`config.mk`:
```
export PLATFORM = sky130hd
export DESIGN_NAME = down_counter_sync
export DESIGN_NICKNAME = d
export VERILOG_FILES = /design/src/rtl/down_counter_sync.sv
export SDC_FILE = /design/constraint.sdc
export NUM_CORES = 1
export LEC_CHECK = 0
export ABC_AREA = 1
export CORE_MARGIN = 8
export CORE_UTILIZATION = 50
export CTS_CLUSTER_SIZE = 8
export DETAILED_ROUTE_END_ITERATION = 7
export HOLD_SLACK_MARGIN = 0.02
export PLACE_DENSITY_LB_ADDON = 0.25
export SLEW_MARGIN = 20
export SYNTH_ARGS = -nofsm -noshare
export SYNTH_HDL_FRONTEND = slang
export SYNTH_SLANG_ARGS = --single-unit
```
`constraint.sdc`:
```
create_clock -name count -period 2.32 [get_ports count]
set_clock_uncertainty 0.05 [all_clocks]
set_input_delay 0.348 -clock count [delete_from_list [all_inputs] [get_ports count]]
set_output_delay 0.348 -clock count [all_outputs]
set_load 0.02 [all_outputs]
```
`src/rtl/down_counter_sync.sv`:
```
// down_counter_sync: loadable down counter with one-shot/periodic modes and terminal-count borrow.
module down_counter_sync #(
    parameter int WIDTH = 4
) (
    input  logic             count,
    input  logic             clear,
    input  logic             load,
    input  logic [WIDTH-1:0] din,
    input  logic             en,
    input  logic             auto_reload,
    output logic [WIDTH-1:0] out,
    output logic             zero,
    output logic             borrow,
    output logic             busy
);
    typedef enum logic [1:0] {IDLE, RUN, DONE} state_t;
    state_t           state_q, state_d;
    logic [WIDTH-1:0] out_q, out_d, period_q, period_d;
    logic             borrow_q, borrow_d, busy_q;
    always_comb begin
        state_d  = state_q;
        out_d    = out_q;
        period_d = period_q;
        borrow_d = 1'b0;
        if (load) begin
            out_d    = din;
            period_d = din;
            state_d  = (din != '0) ? RUN : DONE;
        end else if (state_q == RUN && en) begin
            // Anything at or below 1 is a terminal count, so 0 is never decremented.
            borrow_d = (out_q <= WIDTH'(1));
            out_d    = (out_q > WIDTH'(1)) ? out_q - WIDTH'(1) : (auto_reload ? period_q : '0);
            state_d  = (out_q > WIDTH'(1) || auto_reload) ? RUN : DONE;
        end
    end
    always_ff @(posedge count) begin
        if (!clear) begin
            state_q  <= IDLE;
            out_q    <= '0;
            period_q <= '0;
            borrow_q <= 1'b0;
            busy_q   <= 1'b0;
        end else begin
            state_q  <= state_d;
            out_q    <= out_d;
            period_q <= period_d;
            borrow_q <= borrow_d;
            busy_q   <= (state_d == RUN);
        end
    end
    assign out    = out_q;
    assign zero   = (out_q == '0);
    assign borrow = borrow_q;
    assign busy   = busy_q;
endmodule

```
# Yosys cells after proc, flatten, opt, wreduce, memory -nomap -nowiden
# Index checks and enable logic that the tools add are counted.
# totals
register_bits	12
word_cells	26
# op_classes
add_sub_neg	1
magnitude_cmp	2
eq_ne	2
muxes	8
bitwise_logic	2
reduce_logical	6
# op_table
operator	n
$mux W4	4
$mux W2	4
$eq A2 B1 Y1 const B	2
$gt A4 B1 Y1 const B	1
$le A4 B1 Y1 const B	1
$logic_not A4 Y1	1
$reduce_bool A4 Y1	1
$sub A4 B1 Y4 const B	1
$reduce_or A3 Y1	1
$not A1 Y1	2
$reduce_bool A2 Y1	1
$logic_and A1 B1 Y1	1
$logic_or A1 B1 Y1	1

# Depth between registers and ports, before layout
# Gate-level depths: netlist (run 1).
# depth
ltp_word	6
mapped_depth	11

# Least setup slack after synthesis (run 1)
# No wires, ideal clock.
# synth_timing
path_kind	reg-to-reg
from	register out_q[0] (netlist: out[0])
to	register state_q[1]
setup_time_ns	0.123
t_arrival_ns	1.304
t_required_ns	2.147
setup_slack_ns	0.844
path_stages_with_launch	11
path_buffers	0
cell_sequence	dfxtp_1 -> inv_1 -> ha_1 -> inv_1 -> nand2_1 -> nand2_4 -> inv_2 -> nand2_1 -> nand2_1 -> nand2_1 -> a21oi_1
# synth_between
elab_chain_len	5
# synth_lines
element	line	source
start, declared	18	logic [WIDTH-1:0] out_q, out_d, period_q, period_d;
start signal, assigned	45	out_q <= out_d;
$gt A4 B1 Y1	33	state_d = (out_q > WIDTH'(1) || auto_reload) ? RUN : DONE;
$logic_or A1 B1 Y1	33	
$mux W2	33	
$mux W2	29	end else if (state_q == RUN && en) begin
$mux W2	25	if (load) begin
end signal, assigned	44	state_q <= state_d;
end, declared	17	state_t state_q, state_d;
# Every way passes these cells.
# A chain may end at the register's enable or synchronous reset.

# Final worst setup path (run 1)
# layout_timing
from	register out_q[0] (netlist: out[0])
to	output port zero
# layout_between
elab_chain_len	1
# layout_lines
element	line	source
$logic_not A4 Y1	52	assign zero = (out_q == '0);
end, declared	12	output logic zero,
# Every way passes these cells.

==> summary.txt, run 1 <==
Setup path
  • CP Launch Type: flip-flop
  • Worst Path Max Fanout: 5
  • Most frequent cell on the critical path: inv_1
  • Path type of the worst setup path: reg2out
  • Slowest Stage Delay on Critical Path: roughly 0.60 ns
  • CP cell instances: inv_1, ha_1, inv_1, nor2_1, clkdlybuf4s50_1
  • CP required: approximately 1.9 ns
  • Slowest-stage cell, CP: clkdlybuf4s50_1
  • Worst EP arrival: 1.61 ns
  • Setup crit end kind: output port

Synthesis
  • Yosys reg bits: 12
  • Leading area contributor after synthesis: dfxtp_1
  • Seq/Total Area, Yosys: a little over a third
  • Asr flop ratio synth: 0%
  • Post-synth top area share: between 30% and 40%
  • Count leader, synth: nand2_1
  • Synth Flop Type: dfxtp_1
  • Post-Syn Instances: between 100 and 150
  • Yosys cell types: 18
  • Mapped cell area: between 600 and 700 sq um
  • Synthesis Warnings: 0
  • Syn nets: between 100 and 150
  • EDFF count, synth: 0
  • Mean Syn Cell Area: between 6 and 7 sq um
  • Synth top area cells: dfxtp_1, nand2_1, inv_1, a21oi_1, ha_1
  • Top cells by count, synth: nand2_1, inv_1, dfxtp_1

CTS
  • Clock Latency Late Sink: between 0.2 and 0.3 ns
  • Clock Sinks: 12
  • CTS resizes: 0
  • CTS root buffer: clkbuf_4
  • Cts hold-fix bufs: 0
  • TritonCTS Buffers: 3
  • Post-CTS Repair Setup Buffers: 0
  • CTS tree: yes
  • Depth of the CTS H-tree: 1
  • Clock Pin Slew Worst Setup and Hold Paths: 0.07 ns
  • Clock Path Buffers: 2

Drt
  • WL per Instance: 11.0 microns
  • # DRC: 0
  • Drt total wl: 1500 microns
  • DR vias/cell: around 4.9
  • WL met1: roughly 700 microns
  • Routed vias: about 670
  • Met3 Wirelength: 65 microns
  • Routed length on met2: a little over 700 microns
  • Highest routed layer: met4
  • Initial DRC count: 30
  • Antenna-violating nets left: 0
  • DRT Pass-1 Iters: 4

Timing
  • Final period util: 86.5%
  • Max Slew Vio Count: 0
  • Final setup fails: 0
  • Normalized max-slew margin: between 80% and 90%
  • Worst Tran Pin Value: 0.257 ns
  • RSZ-0062 raised after global routing: no
  • Max Clk Rate: ~500 MHz
  • Setup TNS: 0 ns
  • Setup slack after layout: between 0.3 and 0.4 ns
  • Final hold viol count: 0
  • Min cycle time layout: around 2 ns

Power and ir drop
  • Clock network power share: between 30% and 40%
  • Leak: 0.432 nW
  • Worst vdd ir: 0.421 mV
  • Int Power: between 0.3 and 0.4 mW
  • Switching share of power: between 20% and 30%
  • Total Power: ~0.53 mW
  • Comb pwr share: between 20% and 30%
  • Sw power: between 0.15 and 0.2 mW
  • Sequential share of power: ~44%
  • Cell Pwr Density: 610 nW/um^2

Floorplan
  • Row count: 13
  • Die Y-Extent: around 53 microns
  • Core area: 1280 sq um
  • Initial Utilization: ~53%
  • Die area: between 2000 and 3000 sq um
  • Die W: 52.8 microns
  • Io pins: 16

Placement
  • DP Wirelength: around 1200 microns
  • Port Buffers: 15
  • DP Worst Slack: between 0.5 and 0.6 ns
  • Post-DP Area: 836 sq um
  • Final Wtd Congestion: 0.871

Finish
  • Final #Nets: about 140
  • Layout cells sized above 1: about 8.2%
  • Design area: between 800 and 900 sq um
  • Ant diodes: 0
  • P&R area growth vs syn: 28.6%
  • Final Core Density: 67.9%
  • # fillers: between 100 and 150

Run status
  • Status: finished, final reports clean

Flow run
  • Max_cap viols: 0

Global route
  • Initial antenna violation count: 0
  • Number of global-route vias before repair: between 600 and 700
  • Total grt overflow: 0
  • GR Util All Layers: around an eighth
  • First-pass GRT wire length: approximately 2500 microns
  • Largest net degree at the start of global routing: 14

Min path
  • Hold Path Class: reg2reg
-- stage by stage --
stage	std cells	hold WS, ns
floorplan	104	0.389
global placement	133	0.403
detailed placement	133	0.407
CTS	137	0.419
global route	137	0.438
finish	137	0.420
-- cell type report --
class,count,area (sq um),area share (%)
Multi-Input combinational cell,70,348,39.9
Sequential cell,12,240,27.5
Timing Repair Buffer,15,150,17.2
Inverter,21,78.8,9.04
Clock buffer,4,36.3,4.16
Tap cell,15,18.8,2.15
-- cell families (layout without fill, tap and decap cells) --
| logic type | count (synthesis) | count (layout) | share of synthesized area (%) |
|---|---|---|---|
| AND/OR/NAND/NOR | 53 | 53 | 34.7 |
| buffers and inverters | 22 | 40 | 13.3 |
| flip-flops | 12 | 12 | 35.4 |
| adder cells (fa/ha/maj) | 3 | 3 | 5.54 |
| AO/OA/AOI/OAI | 14 | 14 | 11.1 |
-- final timing paths --
check	from	endpoint	slack (ns)	depth (start not counted)
setup reg to reg	out[0]$_SDFFE_PN0P_	busy$_SDFF_PN0_	0.79	11
setup / recovery	out[0]$_SDFFE_PN0P_	zero	0.31	5
hold reg to reg	period_q[2]$_SDFFE_PN0P_	period_q[2]$_SDFFE_PN0P_	0.42	2
hold / removal	period_q[2]$_SDFFE_PN0P_	period_q[2]$_SDFFE_PN0P_	0.42	2
-- sequential cells by signal, indices dropped and copies added (netlist names) --
name,cells
state_q,2
period_q,4
borrow,1
out,4
busy,1
-- power groups by stage --
stage	combinational, mW	sequential [mW]	clock [mW]
after floorplan	0.0802	0.243	0
after global placement	0.138	0.235	0
after detailed placement	0.140	0.236	0
after CTS	0.141	0.231	0.165
after global routing	0.156	0.233	0.175
final	0.140	0.232	0.160
-- critical path, delay by kind of cell, from the launching register on --
family,cells,cell delay (ns)
AND/OR/NAND/NOR,1,0.09
buffers and inverters,3,0.76
adder cells (fa/ha/maj),1,0.15
flip-flops,1,0.35
-- metal layers --
metal / up-vias / global-route usage (%)
met1: 293 / 13.0
met4: 0 / 5.17
met5: - / 0
li1: 357 / -
met2: 19 / 20.1
met3: 4 / 2.84
-- cells in the final DEF (no fill, tap or decap) --
cell type / Yosys / routed
nand2_1: 31 / 31
inv_1: 19 / 19
clkdlybuf4s50_1: 0 / 15
dfxtp_1: 12 / 12
nor2_1: 9 / 9
a21oi_1: 8 / 8
nand3_1: 6 / 6
o21ai_0: 3 / 3
ha_1: 3 / 3
clkbuf_4: 0 / 3
inv_2: 2 / 2
nand4_1: 2 / 2
nor3_1: 2 / 2
nor2_4: 1 / 1
nand2_4: 1 / 1
nand3_2: 1 / 1
o22ai_1: 1 / 1
a21oi_2: 1 / 1
o21ai_1: 1 / 1
clkbuf_8: 0 / 1
Note: power is estimated with default switching activity, not from simulation.
==> run 2: changes to the inputs <==
--- a/config.mk
+++ b/config.mk
@@ -12,6 +12,7 @@
 export DETAILED_ROUTE_END_ITERATION = 7
 export HOLD_SLACK_MARGIN = 0.02
 export PLACE_DENSITY_LB_ADDON = 0.25
+export SKIP_LAST_GASP = 1
 export SLEW_MARGIN = 20
 export SYNTH_ARGS = -nofsm -noshare
 export SYNTH_HDL_FRONTEND = slang
==> results of run 2 <==
The final DEF is identical to that of run 1; final timing and power are the same.
==> run 3: changes to the inputs <==
--- a/config.mk
+++ b/config.mk
@@ -5,7 +5,6 @@
 export SDC_FILE = /design/constraint.sdc
 export NUM_CORES = 1
 export LEC_CHECK = 0
-export ABC_AREA = 1
 export CORE_MARGIN = 8
 export CORE_UTILIZATION = 50
 export CTS_CLUSTER_SIZE = 8
==> run 3 against run 2 <==
Against the previous run:
- sequential cell count is the same
- maximum frequency shrank 3.9%
- clock-buffer cell count shrank 1
- clock power shrank 19%
- sequential power is essentially flat
- hold slack gained 0.040 ns
- final cell count shrank 20%
- utilization grew 0.065 points
- critical path type unchanged
- largest cell class unchanged
- largest power group unchanged
==> summary.txt, run 3 <==
Run status
  • Status: finished, final reports clean

CTS
  • CTS root buffer: clkbuf_4
  • CTS resizes: 0
  • Clock Sinks: 12
  • Clock Path Buffers: 2
  • Cts hold-fix bufs: 0
  • Depth of the CTS H-tree: 1
  • Clock Latency Late Sink: roughly 0.28 ns
  • Clock Pin Slew Worst Setup and Hold Paths: about 0.07 ns
  • TritonCTS Buffers: 3
  • CTS tree: yes
  • Post-CTS Repair Setup Buffers: 0

Setup path
  • CP Launch Type: flip-flop
  • Worst EP arrival: approximately 1.7 ns
  • Worst Path Max Fanout: 7
  • Setup crit end kind: output port
  • CP cell instances: inv_1, ha_1, and2_1, clkdlybuf4s50_1
  • Critical path buffer and inverter count: 2
  • Cell family with most CP delay: buffers and inverters
  • Slowest-stage cell, CP: clkdlybuf4s50_1
  • CP required: between 1.5 and 2 ns
  • Path type of the worst setup path: reg2out
  • Slowest Stage Delay on Critical Path: about 0.53 ns

Global route
  • Largest net degree at the start of global routing: 13
  • Met2 GRT Util: 17.8%
  • Total grt overflow: 0
  • GR Util All Layers: between 10% and 20%
  • Met3 Track Usage GR: about 3.7%
  • M1 GR Usage: ~14%
  • Number of global-route vias before repair: 580
  • First-pass GRT wire length: between 2000 and 2500 microns
  • GRT Max-Usage Layer: met2
  • Initial antenna violation count: 0

Synthesis
  • Leading area contributor after synthesis: dfxtp_1
  • Seq/Total Area, Yosys: ~37%
  • Mapped cell area: 648 sq um
  • Yosys reg bits: 12
  • Syn nets: slightly below 90
  • Synth Flop Type: dfxtp_1
  • Top cells by count, synth: dfxtp_1, nor2_1, inv_1
  • Mean Syn Cell Area: approximately 8.6 sq um
  • Asr flop ratio synth: 0%
  • Synth top area cells: dfxtp_1, mux2i_1, nor2_1, ha_1, a21oi_1
  • Post-Syn Instances: 75
  • Synthesis Warnings: 0
  • EDFF count, synth: 0
  • Post-synth top area share: between 30% and 40%
  • Yosys cell types: 28

Timing
  • Min cycle time layout: 2.09 ns
  • Normalized max-slew margin: 82.6%
  • Worst Tran Pin Value: 0.258 ns
  • Setup slack after layout: ~0.23 ns
  • Final hold viol count: 0
  • Max Clk Rate: about 480 MHz
  • RSZ-0062 raised after global routing: no
  • Final setup fails: 0
  • Setup TNS: 0 ns
  • Min Hold Slack: roughly 0.46 ns
  • Final period util: about nine tenths
  • Max Slew Vio Count: 0

Power and ir drop
  • Cell Pwr Density: 571 nW/um^2
  • Worst vdd ir: roughly 0.35 mV
  • Total Power: ~0.49 mW
  • Leak: 0.356 nW

Drt
  • WL per Instance: about 14 microns
  • Drt total wl: 1490 microns
  • Antenna-violating nets left: 0
  • DRT Pass-1 Iters: 4
  • Initial DRC count: 18
  • # DRC: 0
  • DR vias/cell: 5.78
  • Routed vias: 630

Finish
  • P&R area growth vs syn: 31.3%
  • Ant diodes: 0
  • Final Instance Count excl. Fillers: roughly 110
  • Layout cells sized above 1: between 10% and 20%
  • Final Core Density: roughly two thirds
  • Final #Nets: around 110
  • Commonest non-fill, non-tap cell in the layout: clkdlybuf4s50_1
  • Design area: around 850 sq um
  • Most frequent cells in the layout: clkdlybuf4s50_1, nor2_1, dfxtp_1

Floorplan
  • Die area: 2700 sq um
  • Core area: about 1300 sq um
  • Initial Utilization: 51.7%
  • Row count: 13
  • Io pins: 16
  • Die Y-Extent: ~52 microns
  • Die W: around 52 microns

Placement
  • Port Buffers: 15
  • Final Wtd Congestion: approximately 0.85
  • DP Wirelength: 1120 microns
  • Post-DP Area: 828 sq um
  • DP Worst Slack: roughly 0.41 ns
  • Post-Place Cells: around 110

Flow run
  • Max_cap viols: 0

Min path
  • Hold Path Class: reg2reg
[run 3: cell types whose count changed after synthesis, sizes merged, moves of 3 or more]
cell / before / now
mux2i: 0 / 5
inv: 21 / 6
a21oi: 9 / 5
nand3: 7 / 1
and3: 0 / 3
nand2: 32 / 3
or4: 0 / 3
[run 3: kinds of logic (layout without fill, tap and decap cells)]
logic type	count (synthesis)	after routing	share of synthesized area, %
simple gates	27	27	23.7
compound gates	19	19	19.3
flops	12	12	37.1
buf+inv	8	27	4.63
mux	6	6	9.46
fa+ha+maj	3	3	5.79
[run 3: worst paths after layout]
| check | startpoint | to | slack (ns) | cells past startpoint |
|---|---|---|---|---|
| setup reg to reg | out[0]$_SDFFE_PN0P_ | out[3]$_SDFFE_PN0P_ | 0.50 | 6 |
| setup / recovery | out[0]$_SDFFE_PN0P_ | zero | 0.23 | 4 |
| hold / removal | period_q[1]$_SDFFE_PN0P_ | period_q[1]$_SDFFE_PN0P_ | 0.46 | 2 |
| hold reg to reg | period_q[1]$_SDFFE_PN0P_ | period_q[1]$_SDFFE_PN0P_ | 0.46 | 2 |
[run 3: layer usage]
layer	vias up	wire length (microns)
met5	-	0
met4	0	42
met3	5	110
met2	26	660
met1	282	677
li1	317	-
[run 3: power breakdown]
part           internal [mW]  switching, mW  total (mW)
combinational         0.0624         0.0649       0.127
clock                 0.0603         0.0683       0.129
sequential             0.219         0.0112       0.230
[run 3: layout make-up]
| cell class | count | area (sq um) |
|---|---|---|
| inverters | 7 | 26.3 |
| clock buffers | 3 | 22.5 |
| multi-input cells | 55 | 378 |
| well taps | 15 | 18.8 |
| fillers | 100 | 402 |
| flip-flops and latches | 12 | 240 |
| repair buffers | 17 | 165 |
[run 3: worst min-delay path, cell delays in order, from the launching register on]
cell and delay, ns:
dfxtp_1 0.33, mux2i_1 0.06, nor2_1 0.08
